### src/rtl/fetch_request_unit_pkg.sv
// Shared fetch definitions: default widths, buffer depth and the queue entry type.
package fetch_request_unit_pkg;

  localparam int FETCH_ADDR_W    = 32;
  localparam int FETCH_INSTR_W   = 32;
  localparam int FETCH_BUF_DEPTH = 4;

  typedef struct packed {
    logic [FETCH_ADDR_W-1:0]  pc;
    logic [FETCH_INSTR_W-1:0] instr;
  } fetch_entry_t;

endpackage

### src/rtl/fetch_sync_fifo.sv
// Synchronous FIFO with clear; push is allowed while full if a pop happens the same cycle.
module fetch_sync_fifo #(
  parameter int WIDTH = 32,
  parameter int DEPTH = 4
) (
  input  logic                   clk_i,
  input  logic                   rst_i,
  input  logic                   clr_i,
  input  logic                   push_i,
  input  logic [WIDTH-1:0]       wdata_i,
  input  logic                   pop_i,
  output logic [WIDTH-1:0]       rdata_o,
  output logic [$clog2(DEPTH):0] count_o
);

  localparam int AW = $clog2(DEPTH);
  localparam logic [AW:0] FULL_CNT = (AW+1)'(DEPTH);

  logic [WIDTH-1:0] mem_q [DEPTH];
  logic [AW-1:0]    wr_ptr_q, wr_ptr_d, rd_ptr_q, rd_ptr_d;
  logic [AW:0]      cnt_q, cnt_d;
  logic             do_push, do_pop;

  always_comb begin
    do_pop   = pop_i && (cnt_q != '0);
    do_push  = push_i && ((cnt_q != FULL_CNT) || do_pop);
    wr_ptr_d = wr_ptr_q;
    rd_ptr_d = rd_ptr_q;
    cnt_d    = cnt_q;
    if (clr_i) begin
      wr_ptr_d = '0;
      rd_ptr_d = '0;
      cnt_d    = '0;
    end else begin
      if (do_push) wr_ptr_d = wr_ptr_q + AW'(1);
      if (do_pop)  rd_ptr_d = rd_ptr_q + AW'(1);
      cnt_d = cnt_q + (AW+1)'(do_push) - (AW+1)'(do_pop);
    end
  end

  always_ff @(posedge clk_i) begin
    if (rst_i) begin
      wr_ptr_q <= '0;
      rd_ptr_q <= '0;
      cnt_q    <= '0;
    end else begin
      wr_ptr_q <= wr_ptr_d;
      rd_ptr_q <= rd_ptr_d;
      cnt_q    <= cnt_d;
    end
  end

  // Storage is not reset; the head is only meaningful while count is non-zero.
  always_ff @(posedge clk_i) begin
    if (do_push && !clr_i) mem_q[wr_ptr_q] <= wdata_i;
  end

  assign rdata_o = mem_q[rd_ptr_q];
  assign count_o = cnt_q;

endmodule

### src/rtl/fetch_request_unit.sv
// Instruction fetch request unit: PC -> imem request register -> in-order response queues -> decode.
// Optional FETCH_STATS_EN adds delivered/discarded instruction counters.
module fetch_request_unit
  import fetch_request_unit_pkg::*;
#(
  parameter int ADDR_WIDTH  = FETCH_ADDR_W,
  parameter int INSTR_WIDTH = FETCH_INSTR_W,
  parameter int BUF_DEPTH   = FETCH_BUF_DEPTH
) (
  input  logic                   clock_i,
  input  logic                   reset_i,
  input  logic                   pc_valid_i,
  output logic                   pc_ready_o,
  input  logic [ADDR_WIDTH-1:0]  pc_addr_i,
  input  logic                   flush_i,
  output logic                   imem_req_valid_o,
  input  logic                   imem_req_ready_i,
  output logic [ADDR_WIDTH-1:0]  imem_req_addr_o,
  input  logic                   imem_rsp_valid_i,
  input  logic [INSTR_WIDTH-1:0] imem_rsp_data_i,
  output logic                   instr_valid_o,
  input  logic                   instr_ready_i,
  output logic [INSTR_WIDTH-1:0] instr_data_o,
  output logic [ADDR_WIDTH-1:0]  instr_pc_o
`ifdef FETCH_STATS_EN
  ,
  output logic [31:0]            stat_fetch_count_o,
  output logic [31:0]            stat_drop_count_o
`endif
);

  localparam int CW = $clog2(BUF_DEPTH) + 1;
  localparam int OW = CW + 1;
  localparam logic [OW-1:0] DEPTH_OW = OW'(BUF_DEPTH);

  logic                  req_pending_q, req_pending_d;
  logic [ADDR_WIDTH-1:0] req_addr_q, req_addr_d;
  logic [CW-1:0]         in_flight_q, in_flight_d;
  logic [CW-1:0]         drop_q, drop_d;

  logic [INSTR_WIDTH-1:0] data_head;
  logic [ADDR_WIDTH-1:0]  pc_head;
  logic [CW-1:0]          data_cnt, pc_cnt;
  logic [OW-1:0]          occ;
  logic                   pc_fire, imem_fire, dec_fire, rsp_drop, data_push;

  // Occupancy uses registered counts only, so freed slots show up one cycle later.
  assign occ = OW'(req_pending_q) + OW'(in_flight_q) + OW'(data_cnt) + OW'(drop_q);

  assign pc_ready_o = !reset_i && !flush_i && (!req_pending_q || imem_req_ready_i)
                      && (occ < DEPTH_OW);
  assign pc_fire    = pc_valid_i && pc_ready_o;
  assign imem_fire  = req_pending_q && imem_req_ready_i;
  assign dec_fire   = instr_valid_o && instr_ready_i;
  assign rsp_drop   = imem_rsp_valid_i && (drop_q != '0);
  assign data_push  = imem_rsp_valid_i && (drop_q == '0);

  assign imem_req_valid_o = req_pending_q;
  assign imem_req_addr_o  = req_addr_q;

  always_comb begin
    req_pending_d = req_pending_q;
    req_addr_d    = req_addr_q;
    if (imem_fire) req_pending_d = 1'b0;
    if (pc_fire) begin
      req_pending_d = 1'b1;
      req_addr_d    = pc_addr_i;
    end
  end

  // On flush every outstanding request (issued or still held) will return a
  // response that must be thrown away; a response landing this cycle is already consumed.
  always_comb begin
    in_flight_d = in_flight_q + CW'(imem_fire) - CW'(imem_rsp_valid_i);
    drop_d      = drop_q;
    if (flush_i)
      drop_d = in_flight_q + CW'(req_pending_q) - CW'(imem_rsp_valid_i);
    else if (rsp_drop)
      drop_d = drop_q - CW'(1);
  end

  always_ff @(posedge clock_i) begin
    if (reset_i) begin
      req_pending_q <= 1'b0;
      req_addr_q    <= '0;
      in_flight_q   <= '0;
      drop_q        <= '0;
    end else begin
      req_pending_q <= req_pending_d;
      req_addr_q    <= req_addr_d;
      in_flight_q   <= in_flight_d;
      drop_q        <= drop_d;
    end
  end

  fetch_sync_fifo #(.WIDTH(ADDR_WIDTH), .DEPTH(BUF_DEPTH)) u_pc_q (
    .clk_i   (clock_i),
    .rst_i   (reset_i),
    .clr_i   (flush_i),
    .push_i  (imem_fire),
    .wdata_i (req_addr_q),
    .pop_i   (dec_fire),
    .rdata_o (pc_head),
    .count_o (pc_cnt)
  );

  fetch_sync_fifo #(.WIDTH(INSTR_WIDTH), .DEPTH(BUF_DEPTH)) u_data_q (
    .clk_i   (clock_i),
    .rst_i   (reset_i),
    .clr_i   (flush_i),
    .push_i  (data_push),
    .wdata_i (imem_rsp_data_i),
    .pop_i   (dec_fire),
    .rdata_o (data_head),
    .count_o (data_cnt)
  );

  assign instr_valid_o = (data_cnt != '0) && (pc_cnt != '0);
  assign instr_data_o  = instr_valid_o ? data_head : '0;
  assign instr_pc_o    = instr_valid_o ? pc_head   : '0;

`ifdef FETCH_STATS_EN
  logic [31:0]   stat_fetch_q, stat_drop_q;
  logic [CW-1:0] flushed_buf;

  // Entries still buffered after any same-cycle decode transfer are lost to the flush.
  assign flushed_buf = data_cnt - CW'(dec_fire);

  always_ff @(posedge clock_i) begin
    if (reset_i) begin
      stat_fetch_q <= '0;
      stat_drop_q  <= '0;
    end else begin
      if (dec_fire) stat_fetch_q <= stat_fetch_q + 32'd1;
      if (flush_i)
        stat_drop_q <= stat_drop_q + 32'(flushed_buf) + 32'(imem_rsp_valid_i);
      else if (rsp_drop)
        stat_drop_q <= stat_drop_q + 32'd1;
    end
  end

  assign stat_fetch_count_o = stat_fetch_q;
  assign stat_drop_count_o  = stat_drop_q;
`endif

endmodule

### config.mk
export PLATFORM = sky130hd
export DESIGN_NAME = fetch_request_unit
export DESIGN_NICKNAME = d
export VERILOG_FILES = /design/src/rtl/fetch_request_unit_pkg.sv /design/src/rtl/fetch_sync_fifo.sv /design/src/rtl/fetch_request_unit.sv
export SDC_FILE = /design/constraint.sdc
export NUM_CORES = 1
export LEC_CHECK = 0
export ABC_AREA = 1
export BUFFER_PORTS_ARGS = -buffer_cell sky130_fd_sc_hd__buf_2
export CAP_MARGIN = 20
export CORE_UTILIZATION = 50
export CTS_CLUSTER_DIAMETER = 30
export DETAILED_ROUTE_END_ITERATION = 7
export PLACE_DENSITY = 0.7
export SYNTH_ARGS = -nofsm -noshare
export SYNTH_HDL_FRONTEND = slang
export SYNTH_SLANG_ARGS = --single-unit
### constraint.sdc
create_clock -name clock_i -period 3.42 [get_ports clock_i]
set_clock_uncertainty 0.15 [all_clocks]
set_input_delay 0.684 -clock clock_i [delete_from_list [all_inputs] [get_ports clock_i]]
set_output_delay 0.684 -clock clock_i [all_outputs]
set_load 0.03 [all_outputs]
# == Word level (Yosys, flattened, before mapping) ==
# Memories as Yosys holds them, arrays and structs flattened. A register that Yosys moved wholly into a read port is not among the register bits.
# Cells that the tools add are included.
# W data, S select, Z words.
# classes
n_eq_ne,2
reduce_logical,28
n_lt_le_gt_ge,1
n_addsub,16
mux,14
# ops
cell,count
$mux W32,2
$logic_and A1 B1 Y1,15
$add A3 B1 Y3,4
$sub A3 B1 Y3,4
$reduce_bool A3 Y1,3
$add A2 B1 Y2 const B,4
$add A4 B3 Y4,2
$mux W2,4
$mux W1,6
$mux W3,2
$ne A3 B3 Y1 const B,2
$add A1 B3 Y4,1
$lt A4 B3 Y1 const B,1
$reduce_bool A2 Y1,2
$logic_not A1 Y1,3
$logic_not A3 Y1,1
$logic_or A1 B1 Y1,3
$sub A3 B1 Y3 const B,1
$reduce_or A2 Y1,1
# totals
n_memories,2
register_bits,53
mem_bits_rw,256
inputBits,71
# mem_list
memory,depth,width,read_ports,rd_ports_with_merged_regs,wr,line_no,text
u_data_q.mem_q,4,32,1,1,1,fetch_sync_fifo.sv:19,logic [WIDTH-1:0] mem_q [DEPTH];
u_pc_q.mem_q,4,32,1,1,1,fetch_sync_fifo.sv:19,

# == Longest topological paths before layout ==
# depth
ltp_word,9
ltp_mapped,13

# == By module ==
# From an unflattened synthesis, not the netlist that was laid out.
# unflattened
cells_unflattened,1260
hier_area_um2,13390.3
# modules_own_cells
mod,n_inst,area_per_inst_um2,seq_area_each_um2,cells_per_inst
fetch_sync_fifo,2,5276.3,4023.9,381
fetch_request_unit,1,2837.7,780.7,498

# == Worst setup path before layout ==
# Ideal clock, no wire load.
# synth_timing
kind,reg2reg
startpoint,"register u_data_q.cnt_q[1], in the netlist u_data_q.count_o[1]"
endpoint,"memory u_data_q.mem_q[0][0], enable pin"
t_required_ns,2.849
arrival_time_ns,2.626
setup_time_ns,0.421
period_less_slack_ns,3.197
n_path_buf,0
slack_ns,0.223
path_stages_with_launch,9
cell_sequence,dfxtp_1 -> inv_1 -> nand3_1 -> nand2_1 -> inv_2 -> nand2_1 -> nand4_1 -> nand3_1 -> nor2_1
# synth_between
elab_chain_len,9
# synth_lines
element,line_no,text
"start, declared",fetch_sync_fifo.sv:21,"logic [AW:0] cnt_q, cnt_d;"
"start signal, assigned",fetch_sync_fifo.sv:49,cnt_q <= cnt_d;
$reduce_bool A3 Y1,fetch_request_unit.sv:118,assign instr_valid_o = (data_cnt != '0) && (pc_cnt != '0);
$logic_and A1 B1 Y1,fetch_request_unit.sv:118,
net instr_valid_o,fetch_request_unit.sv:21,"output logic instr_valid_o,"
$logic_and A1 B1 Y1,fetch_request_unit.sv:54,assign dec_fire = instr_valid_o && instr_ready_i;
$logic_and A1 B1 Y1,fetch_sync_fifo.sv:25,do_pop = pop_i && (cnt_q != '0);
$logic_or A1 B1 Y1,fetch_sync_fifo.sv:26,do_push = push_i && ((cnt_q != FULL_CNT) || do_pop);
$logic_and A1 B1 Y1,fetch_sync_fifo.sv:26,
$logic_and A1 B1 Y1,fetch_sync_fifo.sv:55,if (do_push && !clr_i) mem_q[wr_ptr_q] <= wdata_i;
$mux W1,fetch_sync_fifo.sv:55,
$mux W1 (not written as such),fetch_sync_fifo.sv:55,
"end, declared",fetch_sync_fifo.sv:19,
# The timed path passes the listed nets, and every way through them passes these cells.

# == Final worst setup path ==
# layout_timing
startpoint,register in_flight_q[2]
endpoint,output pc_ready_o
# layout_between
elab_chain_len,5
# layout_lines
element,line_no,text
"start, declared",fetch_request_unit.sv:38,"logic [CW-1:0] in_flight_q, in_flight_d;"
"start signal, assigned",fetch_request_unit.sv:91,in_flight_q <= in_flight_d;
$add A1 B3 Y4,fetch_request_unit.sv:48,assign occ = OW'(req_pending_q) + OW'(in_flight_q) + OW'(data_cnt) + OW'(drop_q);
$add A4 B3 Y4 (2 in a row),fetch_request_unit.sv:48,
$lt A4 B3 Y1,fetch_request_unit.sv:51,&& (occ < DEPTH_OW);
$logic_and A1 B1 Y1,fetch_request_unit.sv:51,
"end, declared",fetch_request_unit.sv:13,"output logic pc_ready_o,"
# Every way passes these cells.

==> flow_summary.yaml <==
run_status:
  status: "completed"
sta:
  layout_min_cycle_time_ns: 3.35
  finalCritPeriodShare_pct: 97.9
  drv_slew: 0
  final-setup-viol-count: 0
  slew_headroom_pct: 39.4
  max_freq_mhz: 299
  grt_setup_unrepaired: "true"
  worstMarginPinSlew_ns: 0.909
  final_hold_viol_count: 0
  setup_ws_ns: 0.0710
grt:
  grt_start_max_net_pins: 65
  grt.total_usage_pct: 22.4
  antenna_found_initial: 2
  grt_pass1_vias: 9173
  overflow: 0
  grt_pass1_wl_um: 46400
setup_path:
  start_kind: "flop"
  rr_worst_depth: 10
  r2r_start: "in_flight_q[2]"
  slowest_stage: "fa_1"
  path_class: "reg -> out"
  crit_required_ns: 2.59
  r2r_end: "imem_req_addr_o[16]"
  critPathMaxFanout: 4
  critPathArrivalTime_ns: 2.51
  crit_path_cell_trace: "fa_1 > ha_2 > a21oi_2 > nand3_1 > nand2_2 > nor2_4 > and2_1 > buf_4"
  r2r_slack_ns: 0.50
  endpoint_kind: "output port"
  slowest_delay_ns: 0.55
layout:
  area_growth_pct: 25.3
  final_cells: 1804
  fin_util_pct: 64.3
  fillers: 1896
  layout.nets: 1521
  drive_above_1_share_pct: 23.8
synthesis:
  synthMuxAreaShare_pct: 0
  syn_avg_cell_area_um2: 10.6
  synth_commonest_cells: "nor2_1 (321), edfxtp_1 (256), inv_1 (124), o21ai_0 (109), nand2_1 (85)"
  ys_top_cells_by_area: "edfxtp_1 (59%), nor2_1 (9.2%), dfxtp_1 (8.8%)"
  synth_xor_area_share_pct: 0.403
  synth_area_um2: 13000
  synth_seq_area_share_pct: 67.7
  synth_fa_ha_area_share_pct: 2.99
  synth_top_area_share_pct: 59.0
  synth-compound-area-share_pct: 8.42
  synth_nets: 1332
  synth.most_common_cell: "nor2_1"
  yosys_warnings: 0
  synth_flop_cell: "edfxtp_1"
  synth_top_family_by_area: "simple AND/OR/NAND/NOR gates"
  yosys.area_share.simple_pct: 14.0
  synth.largest_area_cell: "edfxtp_1"
  synth_edf_count: 256
  synth_seq_cells: 313
  synthArstFlopShare_pct: 0
  syn_inst: 1234
  ys_types: 28
pwr:
  p_int_mw: 8.15
  p_sw_mw: 2.65
  p_sw_share_pct: 24.6
  power.total_mw: 10.8
  power.density_nw_per_um2: 661
  p_seq_share_pct: 40.4
  irDropWorstVdd_v: 0.000475
  pwr-share-comb_pct: 6.9
  clkPwrFrac_pct: 52.7
  p_leak_nw: 6.71
min_path:
  hp-class: "in -> reg"
  min_to: "u_data_q.mem_q[3][17]"
  worstHoldStart: "imem_rsp_data_i[17]"
  worstHoldPathCells: 1
placed_design:
  dp_hpwl_um: 17000
  pre_cts_ws_ns: 0.420
  placed_cells: 1693
  port_buffers: 169
  gp_congestion: 0.782
clock_tree:
  post_cts_buffers: 0
  tritoncts: "done"
  htreeDepth: 2
  clk_path_buf_depth: 3
  cts_buffers: 58
  clk_latency_ns: 0.57
  root_buffer: "clkbuf_16"
  clkTransAtPathRegs_ns: 0.05
  hold_buffers: 0
  cts_sinks: 313
route:
  wl_um: 29400
  drt_first_pass_iters: 7
  antenna_left: 0
  wire_per_inst_um: 16.3
  vias: 9267
  via_per_inst: 5.14
  drt_iter0_markers: 738
  drc_errors: 0
floorplanning:
  core_area_um2: 25400
  dieHeight_um: 163
  initial_core_util_pct: 51.3
  die_x_um: 163
  dieArea_um2: 26700
  ios: 170
  rows: 58
job:
  cap_violations: 0
[power by group through the flow]
stage          Clock (mW)  Sequential (mW)  Combinational [mW]
2_1_floorplan           0             4.49               0.426
3_3_place_gp            0             4.42               0.711
3_5_place_dp            0             4.43               0.729
4_1_cts              5.76             4.36               0.747
5_1_grt              5.94             4.37               0.844
6_report             5.70             4.36               0.746
[worst max-delay path: cells and delay by family, from the launching register on]
kind / cells / cell delay, ns
adders and majority gates: 2 / 0.85
and+or+nand+nor: 4 / 0.38
DFF: 1 / 0.34
AOI/OAI and AO/OA: 1 / 0.21
buffers and inverters: 1 / 0.17
[cells by family after synthesis]
group,count (synthesis)
DFF,313
buffers and inverters,218
AOI/OAI and AO/OA,218
and+or+nand+nor,452
xor gates and xnor gates,6
adders and majority gates,27
[worst max-delay path by stage]
stage	to	slack [ns]	depth (start not counted)	start
after detailed placement	imem_req_addr_o[23]	0.42	12	in_flight_q[1]
final	pc_ready_o	0.07	8	in_flight_q[2]
after floorplan	u_data_q.mem_q[0][0]	0.22	8	u_data_q.count_o[1]
after global placement	imem_req_addr_o[22]	0.52	12	in_flight_q[1]
after global routing	pc_ready_o	-0.04	8	in_flight_q[2]
after CTS	pc_ready_o	0.01	10	drop_q[2]
[per-layer routing]
metal | vias to the layer above | track usage (%) | routed length, µm
met3 | 54 | 5.15 | 2370
met1 | 4392 | 26.8 | 11800
li1 | 4504 | - | -
met4 | 4 | 7.32 | 557
met5 | - | 0 | 27
met2 | 313 | 39.5 | 14700
[state kept, by name (all words and copies together), names as in the netlist, 3 cells and up, named ones only]
| name | count |
|---|---|
| u_data_q.mem_q | 128 |
| u_pc_q.mem_q | 128 |
| imem_req_addr_o | 32 |
| drop_q | 3 |
| in_flight_q | 3 |
| u_data_q.count_o | 3 |
| u_pc_q.count_o | 3 |
[area by class of cell]
class,instances,area [µm²],area share [%]
sequential,313,8840,54.1
antenna,1,2.50,0.0153
inverter,155,584,3.58
timing repair buffer,192,1070,6.56
clock buffer,61,1470,9.01
multi-input combinational,703,3420,20.9
tap,330,413,2.53
clock inverter,49,532,3.26
[placed cells by master (no fill, tap or decap), types with 3 or more instances in the layout]
master	synthesis	layout
buf_12	0	4
nand2_1	85	82
buf_2	4	168
clkinvlp_4	0	9
ha_1	20	19
nor2_1	321	313
fa_1	7	7
inv_2	30	29
bufinv_16	0	6
nand4_1	33	33
clkinv_1	1	5
clkinv_2	0	9
a21oi_1	78	76
o21ai_0	109	109
nor2_4	1	5
nor2_2	0	4
inv_6	0	13
xor2_1	4	4
inv_1	124	124
buf_4	0	20
o21ai_1	28	28
inv_8	0	3
dfxtp_2	0	5
nand2_2	1	4
edfxtp_1	256	256
nand3_1	7	7
dfxtp_1	57	51
clkinv_4	0	3
clkbuf_16	0	58
[through the flow]
| stage | hold slack (ns) | setup TNS [ns] | area [µm²] |
|---|---|---|---|
| 5_1_grt | 0.164 | -0.0391 | 16300 |
| 4_1_cts | 0.163 | 0 | 16300 |
| 3_5_place_dp | 0.331 | 0 | 14300 |
| 2_1_floorplan | 0.306 | 0 | 13000 |
| 6_report | 0.185 | 0 | 16300 |
| 3_3_place_gp | 0.328 | 0 | 14300 |
[repair_timing]
action / 4_1_cts / 5_1_grt
setup endpoints to repair: 1 / 32
gates resized for setup: 5 / 8
cloned: 0 / 0
Note: power is estimated with default switching activity, not from simulation.
